==> config.mk <==
export PLATFORM = sky130hd
export DESIGN_NAME = i2c_codec_target
export DESIGN_NICKNAME = d
export VERILOG_FILES = /design/src/rtl/i2c_codec_target.sv
export SDC_FILE = /design/constraint.sdc
export NUM_CORES = 1
export LEC_CHECK = 0
export ABC_AREA = 1
export CAP_MARGIN = 20
export CORE_MARGIN = 4
export CORE_UTILIZATION = 42
export CTS_BUF_LIST = sky130_fd_sc_hd__clkbuf_2
export DETAILED_ROUTE_END_ITERATION = 6
export GPL_TIMING_DRIVEN = 0
export HOLD_SLACK_MARGIN = 0.06
export PLACE_DENSITY_LB_ADDON = 0.12
export SYNTH_ARGS = -nofsm -noshare
export SYNTH_HDL_FRONTEND = slang
export SYNTH_SLANG_ARGS = --single-unit
==> constraint.sdc <==
create_clock -name clk_i2c -period 4 [get_ports clk_i2c]
set_clock_uncertainty 0.1 [all_clocks]
set_input_delay 0.8 -clock clk_i2c [delete_from_list [all_inputs] [get_ports clk_i2c]]
set_output_delay 0.8 -clock clk_i2c [all_outputs]
set_load 0.02 [all_outputs]
==> src/rtl/i2c_codec_target.sv <==
// I2C write-only codec target: receives {reg_addr[6:0], data[8:0]} words over
// a 3-byte I2C write and mirrors the low 16 registers in a readable shadow.
module i2c_codec_target #(
  parameter logic [6:0] DEV_ADDR = 7'h1A
) (
  input  logic       clk_i2c,
  input  logic       rst_ni,
  input  logic       en_i,
  input  logic       scl_i,
  input  logic       sda_i,
  output logic       sda_oe_o,
  output logic       wr_valid_o,
  output logic [6:0] wr_addr_o,
  output logic [8:0] wr_data_o,
  output logic       busy_o,
  input  logic [3:0] rd_addr_i,
  output logic [8:0] rd_data_o
);

  typedef enum logic [2:0] {
    S_IDLE, S_DEV, S_ACK_DEV, S_BYTE1, S_ACK1, S_BYTE2, S_ACK2, S_IGNORE
  } state_t;

  state_t      r_state, w_state_nxt;
  logic [2:0]  r_scl_sync, r_sda_sync;
  logic [3:0]  r_bitcnt;
  logic [7:0]  r_shift, r_byte1;
  logic        r_wr_valid;
  logic [6:0]  r_wr_addr;
  logic [8:0]  r_wr_data;
  logic [8:0]  r_shadow [16];

  logic w_scl, w_scl_d, w_scl_rise, w_scl_fall;
  logic w_start, w_stop, w_byte_done, w_commit, w_bit_clr, w_rx_state;

  // [1] is the synchronized level, [2] its one-cycle delayed copy for edges
  always_ff @(posedge clk_i2c or negedge rst_ni) begin
    if (!rst_ni) begin
      r_scl_sync <= '1;
      r_sda_sync <= '1;
    end else begin
      r_scl_sync <= {r_scl_sync[1:0], scl_i};
      r_sda_sync <= {r_sda_sync[1:0], sda_i};
    end
  end

  assign w_scl       = r_scl_sync[1];
  assign w_scl_d     = r_scl_sync[2];
  assign w_scl_rise  = w_scl & ~w_scl_d;
  assign w_scl_fall  = ~w_scl & w_scl_d;
  assign w_start     = w_scl & w_scl_d & r_sda_sync[2] & ~r_sda_sync[1];
  assign w_stop      = w_scl & w_scl_d & ~r_sda_sync[2] & r_sda_sync[1];
  assign w_byte_done = w_scl_fall && (r_bitcnt == 4'd8);
  assign w_rx_state  = (r_state == S_DEV) || (r_state == S_BYTE1) || (r_state == S_BYTE2);

  always_ff @(posedge clk_i2c or negedge rst_ni) begin
    if (!rst_ni) r_state <= S_IDLE;
    else         r_state <= w_state_nxt;
  end

  always_comb begin
    w_state_nxt = r_state;
    w_commit    = 1'b0;
    if (!en_i) begin
      w_state_nxt = S_IDLE;
    end else if (w_start) begin
      w_state_nxt = S_DEV;
    end else if (w_stop) begin
      w_state_nxt = S_IDLE;
    end else begin
      case (r_state)
        S_DEV:     if (w_byte_done)
                     w_state_nxt = (r_shift == {DEV_ADDR, 1'b0}) ? S_ACK_DEV : S_IGNORE;
        S_ACK_DEV: if (w_scl_fall) w_state_nxt = S_BYTE1;
        S_BYTE1:   if (w_byte_done) w_state_nxt = S_ACK1;
        S_ACK1:    if (w_scl_fall) w_state_nxt = S_BYTE2;
        S_BYTE2:   if (w_byte_done) begin
                     w_state_nxt = S_ACK2;
                     w_commit    = 1'b1;
                   end
        S_ACK2:    if (w_scl_fall) w_state_nxt = S_IGNORE;
        default:   w_state_nxt = r_state;
      endcase
    end
  end

  // Any state change (or a repeated START within DEV) restarts bit counting
  assign w_bit_clr = w_start || (w_state_nxt != r_state);

  always_ff @(posedge clk_i2c or negedge rst_ni) begin
    if (!rst_ni) begin
      r_bitcnt   <= '0;
      r_shift    <= '0;
      r_byte1    <= '0;
      r_wr_valid <= 1'b0;
      r_wr_addr  <= '0;
      r_wr_data  <= '0;
    end else begin
      if (w_bit_clr)
        r_bitcnt <= '0;
      else if (w_scl_rise && w_rx_state && (r_bitcnt < 4'd8))
        r_bitcnt <= r_bitcnt + 4'd1;
      if (w_scl_rise && w_rx_state)
        r_shift <= {r_shift[6:0], r_sda_sync[1]};
      if ((r_state == S_BYTE1) && (w_state_nxt == S_ACK1))
        r_byte1 <= r_shift;
      r_wr_valid <= w_commit;
      if (w_commit) begin
        r_wr_addr <= r_byte1[7:1];
        r_wr_data <= {r_byte1[0], r_shift};
      end
    end
  end

  always_ff @(posedge clk_i2c or negedge rst_ni) begin
    if (!rst_ni) begin
      for (int unsigned i = 0; i < 16; i++) r_shadow[i] <= '0;
    end else if (r_wr_valid) begin
      if (r_wr_addr == 7'h0F) begin
        for (int unsigned i = 0; i < 16; i++) r_shadow[i] <= '0;
      end else if (r_wr_addr < 7'd16) begin
        r_shadow[r_wr_addr[3:0]] <= r_wr_data;
      end
    end
  end

  assign sda_oe_o   = (r_state == S_ACK_DEV) || (r_state == S_ACK1) || (r_state == S_ACK2);
  assign busy_o     = (r_state != S_IDLE);
  assign wr_valid_o = r_wr_valid;
  assign wr_addr_o  = r_wr_addr;
  assign wr_data_o  = r_wr_data;
  assign rd_data_o  = r_shadow[rd_addr_i];

endmodule

# Word level (Yosys, flattened, before mapping)
# Cells that the tools add are included.
# totals
register_bits	190
inputBits	9
out_inout_bits	28
wordCells	95
# classes
n_addsub	1
magnitude_cmp	5
eq_ne	11
n_mux	26
n_bitwise	13
n_reduce_logical	14
# op_table
operator	count
two-way mux 144 bit	2
bitwise mux 144 bit	1
binary-select mux 9 bit (select 4 bit)	1
demux 9 bit (select 4 bit)	1
two-way mux 3 bit	10
two-way mux 9 bit	3
case mux 3 bit (6 select lines)	1
== test 3 bit (second input constant)	4
>= comparator 5 bit (second input constant)	2
inverter 4 -> 5 bit	2
== test 8 x 6 -> 1 bit (second input constant)	1
two-way mux 4 bit	2
bitwise AND 1 bit	7
== test 7 x 4 -> 1 bit (second input constant)	1
< comparator 7 x 5 -> 1 bit (second input constant)	1
== test 3 x 2 -> 1 bit (second input constant)	2
logical AND 1 bit	5
logical OR 1 bit	5
< comparator 5 x 1 -> 1 bit (second input constant)	1
two-way mux 1 bit	5
adder 4 x 1 -> 4 bit (second input constant)	1
== test 4 bit (second input constant)	1
< comparator 4 bit (second input constant)	1
inverter 1 bit	4
other kinds (5)	6

# Depth between registers and ports, before layout
# Gate-level depths: netlist of the first run.
# logic_depth
word_depth	11
depth_mapped	14
depth_no_buf	14

# Worst setup path after synthesis of the first run
# No wires, ideal clock.
# synth_path
path_type	input port to output port
startpoint	in rd_addr_i[0]
endpoint	out rd_data_o[0]
arrival_time_ns	2.116
t_required_ns	3.100
slack_ns	0.984
stages	7
path_buffers	3
cell_sequence	buf_2 buf_2 clkbuf_1 o21ai_0 o21ai_0 o22ai_1 o21ai_0
# synth_between
elab_chain_cells	4
# synth_rtl
element	line_no	text
from (decl)	16	input logic [3:0] rd_addr_i,
inverter 4 -> 5 bit (implied by the code)	132	assign rd_data_o = r_shadow[rd_addr_i];
binary-select mux 9 bit (select 4 bit)	132	
two-way mux 9 bit (implied by the code) (2 in series)	132	
to (decl)	17	output logic [8:0] rd_data_o
# Every way passes these cells. The select of a mux whose other input is x is not followed.

# Final worst setup path of the first run
# layout_path
startpoint	in rd_addr_i[0]
endpoint	out rd_data_o[8]
# Same word-level chain as after synthesis.

==> results.sh, run 1 <==
export IMPL_p_seq_frac=0.639
export IMPL_cp_max_fo=10
export IMPL_synth_edf_count=0
export IMPL_track_usage=0.2376
export IMPL_finalHoldViolCount=0
export IMPL_yosys_warnings=0
export IMPL_area_delta_synth_final_pct=10.04
export IMPL_hpwl_microns=19720
export IMPL_fmax_mhz=253.1
export IMPL_final_cell_mix="184 x dfrtp_1, 144 x o21ai_0, 136 x nand2_1"
export IMPL_synth_seq_area_share=0.5337
export IMPL_r2r_start="r_bitcnt[0]"
export IMPL_cts_root_buf="clkbuf_2"
export IMPL_ff2ff_path_depth=11
export IMPL_crit_path_end_kind="primary output"
export IMPL_synth_top_area_cell="dfrtp_1"
export IMPL_drtIter0Drc=612
export IMPL_netlist_instances=1028
export IMPL_tritoncts="yes"
export IMPL_synth_nets=1039
export IMPL_async_flop_share=1.000
export IMPL_groute_layer_met2_usage=0.3658
export IMPL_cp_arrival_ns=3.05
export IMPL_clk_latency_ns=0.76
export IMPL_critPathCapture="rd_data_o[8]"
export IMPL_required_ns=3.10
export IMPL_grt_max_degree=105
export IMPL_rows=53
export IMPL_ant_nets=0
export IMPL_status="completed"
export IMPL_core_area_sq_mm=0.02096
export IMPL_cts_sinks=190
export IMPL_reg2reg_to="r_byte1[5]"
export IMPL_drc=0
export IMPL_netlist_area_sq_mm=0.008924
export IMPL_die_h_microns=153.8
export IMPL_dieArea_sq_mm=0.02364
export IMPL_ir_drop_v=0.0001689
export IMPL_grt_pass1_vias=7319
export IMPL_ioPinCount=37
export IMPL_cts_max_level=4
export IMPL_final_cell_area_sq_mm=0.009819
export IMPL_syn_avg_cell_area_sq_um=8.681
export IMPL_synth_cell_types=34
export IMPL_rsz0062_at_grt="no"
export IMPL_use_met1=0.3514
export IMPL_top_usage_layer="met2"
export IMPL_hold_class="reg2reg"
export IMPL_cts_buffers=17
export IMPL_setup_violations=0
export IMPL_portBuffers=33
export IMPL_vias=7583
export IMPL_path_class="in2out"
export IMPL_cp_start_kind="input pin"
export IMPL_regToRegSetupSlack_ns=1.84
export IMPL_grt_ovfl_total=0
export IMPL_post_route_util=0.4686
export IMPL_die_w_microns=153.8
export IMPL_switching_power_uw=873.8
export IMPL_post_drt_wl_per_cell_microns=20.22
export IMPL_use_met3=0.04250
export IMPL_clkTransAtPathRegs_ns=0.26
export IMPL_place_ws_ns=-0.1168
export IMPL_wirelength_microns=27730
export IMPL_whs_path_depth=0
export IMPL_drive_gt1_frac=0.09589
export IMPL_slew_headroom=0.3703
export IMPL_final_cells=1371
export IMPL_synth_top_area_share=0.5160
export IMPL_finalCritPeriodShare=0.9878
export IMPL_sw_frac_of_total=0.2855
export IMPL_synth_flop_cell="dfrtp_1"
export IMPL_crit_path_start="rd_addr_i[0]"
export IMPL_dr_pass1_iters=5
export IMPL_p_int_uw=2187
export IMPL_cts_max_path_buffers=2
export IMPL_cap_viol_max_count=0
export IMPL_cellPowerDensity_mw_per_mm2=311.7
export IMPL_slew_viol_final=0
export IMPL_avgViaCountPerCell=5.531
export IMPL_period_minus_slack_ns=3.951
export IMPL_fillers=2112
export IMPL_p_leak_uw=0.004342
export IMPL_placed_cells=1337
export IMPL_setup_ws_ns=0.04899
export IMPL_placed_cell_area_sq_mm=0.009630
export IMPL_clockPowerShare=0.274
export IMPL_comb_power_share=0.087
export IMPL_fin_nets=1093
export IMPL_start_util=0.4258
export IMPL_ys_seq_elements=190
export IMPL_holdWs_ns=0.2761
export IMPL_grt_pass1_wl_microns=43410
export IMPL_layout_commonest_cell="dfrtp_1"
export IMPL_place_congestion=0.9257
export IMPL_antenna_found_initial=1
export IMPL_synth_area_leaders="dfrtp_1 52%, o21ai_0 8.1%, nand2_1 5.7%, inv_1 5.4%, a21oi_1 4.5%"
export IMPL_worst_pin_slew_ns=0.9446
==> cell families (layout without fill, tap and decap cells) <==
group | Yosys count | count (layout) | share of synthesized area
AO/OA/AOI/OAI | 336 | 336 | 0.2063
AND/OR/NAND/NOR | 307 | 307 | 0.1662
buffers and inverters | 191 | 258 | 0.08918
flip-flops | 190 | 190 | 0.5337
adder cells (fa/ha/maj) | 2 | 2 | 0.002804
XOR/XNOR | 2 | 2 | 0.001963
other | 0 | 1 | 0
==> worst min-delay path by stage <==
stage	to	startpoint	slack, ns
after CTS	r_sda_sync[0]	sda_i	0.25
after global routing	r_sda_sync[0]	sda_i	0.21
after global placement	r_scl_sync[1]	r_scl_sync[0]	0.25
after floorplan	r_scl_sync[1]	r_scl_sync[0]	0.25
after detailed placement	r_sda_sync[1]	r_sda_sync[0]	0.25
final	r_scl_sync[1]	r_scl_sync[0]	0.28
==> worst max-delay path, cell delays in order <==
cell and delay, ns:
buf_2 0.18, buf_2 0.26, clkbuf_1 0.43, a21oi_1 0.12, o21ai_0 0.27, o221ai_1 0.22, nand2_1 0.15, clkdlybuf4s50_1 0.61
==> area by class of cell <==
| type | count | area, sq um | area share |
|---|---|---|---|
| Sequential cell | 190 | 4762 | 0.4850 |
| Clock buffer | 21 | 105.1 | 0.01070 |
| Timing Repair Buffer | 35 | 372.9 | 0.03797 |
| Multi-Input combinational cell | 647 | 3366 | 0.3428 |
| Clock inverter | 11 | 70.07 | 0.007136 |
| Inverter | 137 | 520.5 | 0.05301 |
| Tap cell | 275 | 344.1 | 0.03504 |
| Antenna cell | 1 | 2.502 | 0.0002548 |
| Buffer | 54 | 276.5 | 0.02816 |
==> power groups by stage <==
stage / combinational [uW] / sequential (uW) / clock, uW
2_1_floorplan: 133 / 1980 / 0
3_3_place_gp: 263 / 1990 / 0
3_5_place_dp: 267 / 1990 / 0
4_1_cts: 269 / 1960 / 865
5_1_grt: 296 / 1960 / 938
6_report: 267 / 1960 / 838
==> per-layer routing <==
layer / part of all wire / vias to the layer above
met4: 0.019 / 0
met1: 0.46 / 3694
li1: - / 3585
met2: 0.46 / 267
met3: 0.059 / 37
met5: 0 / -
==> registers in the layout (all words and copies together) (netlist names), 3 cells and up <==
| signal | count |
|---|---|
| r_sda_sync | 3 |
| r_state | 3 |
| wr_addr_o | 7 |
| wr_data_o | 9 |
| r_bitcnt | 4 |
| r_shadow | 144 |
| r_shift | 8 |
| r_byte1 | 8 |
| r_scl_sync | 3 |
==> Yosys cell counts, types with 3 or more instances <==
cell type	number
nor2_1	59
buf_6	7
nand2_1	136
nand2_2	10
o21ai_1	32
nor2_4	4
o21ai_0	144
buf_1	7
o22ai_1	55
inv_1	129
inv_2	3
o221ai_1	15
a21oi_2	8
nand2_4	7
nor3_4	4
a21oi_1	81
dfrtp_1	184
clkbuf_1	26
nand3_1	78
buf_2	13
dfstp_2	6
==> stage by stage <==
step | power (uW) | TNS, ns
floorplan | 2117 | 0
global placement | 2252 | -1168.27
detailed placement | 2254 | -0.1168
CTS | 3091 | 0
global route | 3194 | 0
finish | 3061 | 0
==> repair_timing <==
action | 4_1_cts | 5_1_grt
hold buffers | 1 | 0
buffers inserted | 0 | 0
hold endpoints to repair | 103 | 0
gates resized for setup | 1 | 0
endpoints found under the setup margin | 1 | 0
Note: power is estimated with default switching activity, not from simulation.
==> run 2, diff against run 1 <==
CAP_MARGIN = unset   (was 20)
CORE_UTILIZATION = 39   (was 42)
==> run 2 against run 1 <==
  * Fmax increased by 0.91%
  * Sequential cell count unchanged
  * Final cell count rose by 0.80%
  * Via count down 1.5%
  * Sequential power hardly changed
  * Count of clock-buffer cells in the layout shrank 4
  * Global-route usage fell by 1.4 points
  * Power increased by 8.6%
  * Sequential share of layout area down 0.60 points
  * Critical path type unchanged
==> results.sh, run 2 (synthesized netlist as in run 1, its figures left out) <==
export IMPL_fillers=2335
export IMPL_cellPowerDensity_mw_per_mm2=334.4
export IMPL_clk_latency_ns=0.77
export IMPL_cp_arrival_ns=3.02
export IMPL_dr_pass1_iters=6
export IMPL_core_area_sq_mm=0.02257
export IMPL_regMostFlops="r_shadow"
export IMPL_placed_cells=1347
export IMPL_critPathCapture="rd_data_o[7]"
export IMPL_grt_pass1_vias=7477
export IMPL_die_h_microns=159.3
export IMPL_rows=55
export IMPL_period_minus_slack_ns=3.916
export IMPL_ant_nets=0
export IMPL_antenna_found_initial=1
export IMPL_drive_gt1_frac=0.09954
export IMPL_finalHoldViolCount=0
export IMPL_hpwl_microns=19960
export IMPL_tritoncts="yes"
export IMPL_cap_viol_max_count=0
export IMPL_drtIter0Drc=629
export IMPL_cts_sinks=190
export IMPL_track_usage=0.2232
export IMPL_grt_pass1_wl_microns=44190
export IMPL_regToRegSetupSlack_ns=1.87
export IMPL_status="completed"
export IMPL_worst_pin_slew_ns=0.9372
export IMPL_ff2ff_path_depth=10
export IMPL_cts_buffers=17
export IMPL_regArea_sq_mm=0.004762
export IMPL_crit_path_end_kind="primary output"
export IMPL_required_ns=3.10
export IMPL_clkTransAtPathRegs_ns=0.26
export IMPL_cp_max_fo=10
export IMPL_die_w_microns=159.3
export IMPL_setup_violations=0
export IMPL_wirelength_microns=27880
export IMPL_fmax_mhz=255.4
export IMPL_cp_start_kind="input pin"
export IMPL_cts_root_buf="clkbuf_2"
export IMPL_final_cells=1382
export IMPL_avgViaCountPerCell=5.406
export IMPL_final_cell_mix="184 x dfrtp_1, 144 x o21ai_0, 136 x nand2_1"
export IMPL_rsz0062_at_grt="yes"
export IMPL_r2r_start="r_bitcnt[0]"
export IMPL_slew_viol_final=0
export IMPL_ioPinCount=37
export IMPL_p_leak_uw=0.004402
export IMPL_post_drt_wl_per_cell_microns=20.18
export IMPL_start_util=0.3953
export IMPL_layout_commonest_cell="dfrtp_1"
export IMPL_post_route_util=0.4405
export IMPL_grt_max_degree=108
export IMPL_largest_register_ffs=144
export IMPL_area_delta_synth_final_pct=11.41
export IMPL_finalCritPeriodShare=0.9789
export IMPL_hold_class="reg2reg"
export IMPL_portBuffers=33
export IMPL_dieArea_sq_mm=0.02537
export IMPL_grt_ovfl_total=0
export IMPL_crit_path_start="rd_addr_i[0]"
export IMPL_reg2reg_to="r_byte1[3]"
export IMPL_cts_max_path_buffers=2
export IMPL_ir_drop_v=0.0001761
export IMPL_multiInputGateArea_sq_mm=0.003366
export IMPL_drc=0
export IMPL_slew_headroom=0.3752
export IMPL_fin_nets=1093
export IMPL_vias=7471
export IMPL_path_class="in2out"
export IMPL_place_congestion=0.8969
export IMPL_cts_max_level=4
run 2: worst min path at each step:
| stage | cells after the start | slack, ns | to | startpoint |
|---|---|---|---|---|
| floorplan | 0 | 0.25 | r_scl_sync[1] | r_scl_sync[0] |
| global placement | 0 | 0.25 | r_scl_sync[1] | r_scl_sync[0] |
| detailed placement | 0 | 0.25 | r_scl_sync[1] | r_scl_sync[0] |
| CTS | 1 | 0.22 | r_sda_sync[0] | sda_i |
| global route | 1 | 0.20 | r_sda_sync[0] | sda_i |
| finish | 0 | 0.27 | r_sda_sync[1] | r_sda_sync[0] |
run 2: worst max-delay path: stages:
cell and delay [ns]:
buf_2 0.18, clkbuf_1 0.56, a21oi_1 0.15, o21ai_0 0.14
nand2_1 0.08, o221ai_1 0.38, nand2_1 0.15, clkdlybuf4s50_1 0.56
run 2: layer usage:
| layer | track usage | share of wire | up-vias |
|---|---|---|---|
| li1 | - | - | 3563 |
| met1 | 0.3294 | 0.47 | 3659 |
| met2 | 0.3399 | 0.45 | 221 |
| met3 | 0.04090 | 0.051 | 28 |
| met4 | 0.05996 | 0.022 | 0 |
| met5 | 0 | 0 | - |
run 2: final cells by class:
| cell class | count | area share |
|---|---|---|
| tap | 285 | 0.03587 |
| multi-input combinational | 647 | 0.3385 |
| timing repair buffer | 35 | 0.03750 |
| clock inverter | 15 | 0.01938 |
| buffer | 54 | 0.02832 |
| antenna | 2 | 0.0005034 |
| clock buffer | 17 | 0.008558 |
| sequential | 190 | 0.4790 |
| inverter | 137 | 0.05235 |
run 2: through the flow:
| stage | power (uW) | setup WS [ns] | setup TNS (ns) | cell area (sq um) | hold WS (ns) |
|---|---|---|---|---|---|
| 2_1_floorplan | 2117 | 0.9845 | 0 | 8924 | 0.2452 |
| 3_3_place_gp | 2251 | -6.408 | -1199.30 | 9610 | 0.2464 |
| 3_5_place_dp | 2253 | -0.1174 | -0.1985 | 9643 | 0.2501 |
| 4_1_cts | 3355 | 0.002313 | 0 | 9933 | 0.2161 |
| 5_1_grt | 3459 | -0.003626 | -0.003626 | 9942 | 0.2015 |
| 6_report | 3325 | 0.08446 | 0 | 9942 | 0.2668 |
run 2: where the power goes:
| part | switching, uW | internal (uW) | total, uW |
|---|---|---|---|
| Sequential | 13.0 | 1940 | 1960 |
| Clock | 692 | 410 | 1100 |
| Combinational | 190 | 76.8 | 267 |
| Total | 895 | 2430 | 3320 |
run 2: timing repair:
action                                 CTS  global route
buffers inserted                         0             0
endpoints found under the hold margin   82             0
hold buffers                             1             0
setup endpoints to repair                2             6
resized for setup                        2             5
==> run 3, diff against run 2 <==
SETUP_SLACK_MARGIN = 0.3   (was unset)
==> run 3 against run 2 <==
  * The flow now finishes with violations (DRC)
  * Power increased by 0.26%
  * Wire length increased by 0.86%
  * Sequential cell count unchanged
  * Sequential power about the same
  * Core utilization increased by 0.28 points
  * Final cell count unchanged
  * Cell area increased by 0.63%
  * First-iteration DRC count decreased by 2.7%
  * Clock power about the same
  * Highest routed layer unchanged
==> results.sh, run 3 (synthesized netlist as in run 1, its figures left out) <==
export IMPL_status="finished, violations left"
export IMPL_postCtsSetupRepairBufs=0
export IMPL_setup_violations=0
export IMPL_hold_class="reg2reg"
export IMPL_cts_max_path_buffers=2
export IMPL_cp_start_kind="input pin"
export IMPL_final_cell_mix="184 x dfrtp_1, 141 x o21ai_0, 136 x nand2_1"
export IMPL_final_cells=1382
export IMPL_drtIter0Drc=612
export IMPL_fillers=2334
export IMPL_largest_register_ffs=144
export IMPL_core_area_sq_mm=0.02257
export IMPL_clkTransAtPathRegs_ns=0.26
export IMPL_rows=55
export IMPL_period_minus_slack_ns=3.643
export IMPL_portBuffers=33
export IMPL_slowest_stage="clkdlybuf4s50_1"
export IMPL_clk_latency_ns=0.76
export IMPL_track_usage=0.2233
export IMPL_cp_arrival_ns=2.74
export IMPL_rsz0062_at_grt="yes"
export IMPL_p_leak_uw=0.004512
export IMPL_cts_max_level=4
export IMPL_placed_cells=1347
export IMPL_cap_viol_max_count=0
export IMPL_required_ns=3.10
export IMPL_power_uw=3334
export IMPL_fmax_mhz=274.5
export IMPL_path_cells="buf_2 > clkbuf_4 > clkbuf_4 > a21oi_1 > o21ai_0 > o221ai_1 > nand2_1 > clkdlybuf4s50_1"
export IMPL_vias=7525
export IMPL_drc=3
export IMPL_grt_pass1_wl_microns=44100
export IMPL_area_delta_synth_final_pct=12.11
export IMPL_tritoncts="yes"
export IMPL_violations="DRC"
export IMPL_worst_pin_slew_ns=0.9741
export IMPL_cp_slowest_stage_delay_ns=0.62
export IMPL_final_cell_area_sq_mm=0.01000
export IMPL_placed_cell_area_sq_mm=0.009643
export IMPL_start_util=0.3953
export IMPL_crit_path_end_kind="primary output"
export IMPL_finalCritPeriodShare=0.9107
export IMPL_antenna_found_initial=1
export IMPL_hpwl_microns=19960
export IMPL_avgViaCountPerCell=5.445
export IMPL_die_h_microns=159.3
export IMPL_cp_max_fo=10
export IMPL_finalHoldViolCount=0
export IMPL_grt_max_degree=108
export IMPL_path_class="in2out"
export IMPL_grt_pass1_vias=7492
export IMPL_cts_buffers=17
export IMPL_grt_ovfl_total=0
export IMPL_drive_gt1_frac=0.1169
export IMPL_dieArea_sq_mm=0.02537
export IMPL_regMostFlops="r_shadow"
export IMPL_ir_drop_v=0.0001754
export IMPL_ioPinCount=37
export IMPL_die_w_microns=159.3
export IMPL_dr_pass1_iters=7
export IMPL_cts_sinks=190
export IMPL_slew_headroom=0.3506
export IMPL_fin_nets=1093
export IMPL_wirelength_microns=28120
export IMPL_layout_commonest_cell="dfrtp_1"
export IMPL_post_drt_wl_per_cell_microns=20.35
export IMPL_slew_viol_final=0
export IMPL_cp_common_cell="clkbuf_4"
export IMPL_place_congestion=0.8969
export IMPL_fin_tns_setup_ns=0
export IMPL_cts_root_buf="clkbuf_2"
export IMPL_cellPowerDensity_mw_per_mm2=333.2
export IMPL_ant_nets=0
run 3: worst paths after layout:
check	from	depth (start not counted)	end	slack [ns]
max	rd_addr_i[0]	8	rd_data_o[2]	0.36
min	r_sda_sync[0]	0	r_sda_sync[1]	0.27
max reg2reg	r_bitcnt[0]	8	wr_addr_o[2]	1.86
min reg2reg	r_sda_sync[0]	0	r_sda_sync[1]	0.27
max in group asynchronous	rst_ni	3	r_shadow[99]	2.36
min in group asynchronous	rst_ni	2	r_shadow[50]	0.45
run 3: area by class of cell:
type                    instances  area, sq um  area share
inverters                     137        524.3     0.05240
diodes                          2        5.005   0.0005002
well taps                     285        356.6     0.03564
multi-input cells             647         3382      0.3380
clock inverters                15        192.7     0.01926
flip-flops and latches        190         4762      0.4760
repair buffers                 35        384.1     0.03839
plain buffers                  54        312.8     0.03127
clock buffers                  17        85.08    0.008504
run 3: report_power, final:
group	leakage [uW]	internal [uW]	switching, uW	total (uW)
Clock	0.000161	410	696	1110
Combinational	0.00176	79.3	192	271
Sequential	0.00259	1940	12.8	1960
run 3: timing repair:
item,4_1_cts,5_1_grt
hold buffers,1,0
gates resized for setup,25,16
endpoints found under the hold margin,82,0
setup endpoints to repair,9,8
run 3: metal layers:
metal,vias to the layer above,global-route usage,routed length (microns)
met5,-,0,0
met2,234,0.3395,12620
li1,3569,-,-
met3,31,0.04504,1606
met4,0,0.06509,694
met1,3691,0.3250,13200
run 3: critical path: cells and delay by family:
family,cells,cell delay [ns]
buf+inv,4,1.27
compound gates,3,0.54
simple gates,1,0.12
run 3: through the flow:
step	hold slack (ns)	worst slack [ns]	util
after floorplan	0.2452	0.9845	-
after global placement	0.2464	-6.408	0.4258
after detailed placement	0.2501	-0.1174	0.4272
after CTS	0.2161	0.3019	0.4416
after global routing	0.2018	0.2333	0.4432
final	0.2678	0.3571	0.4432
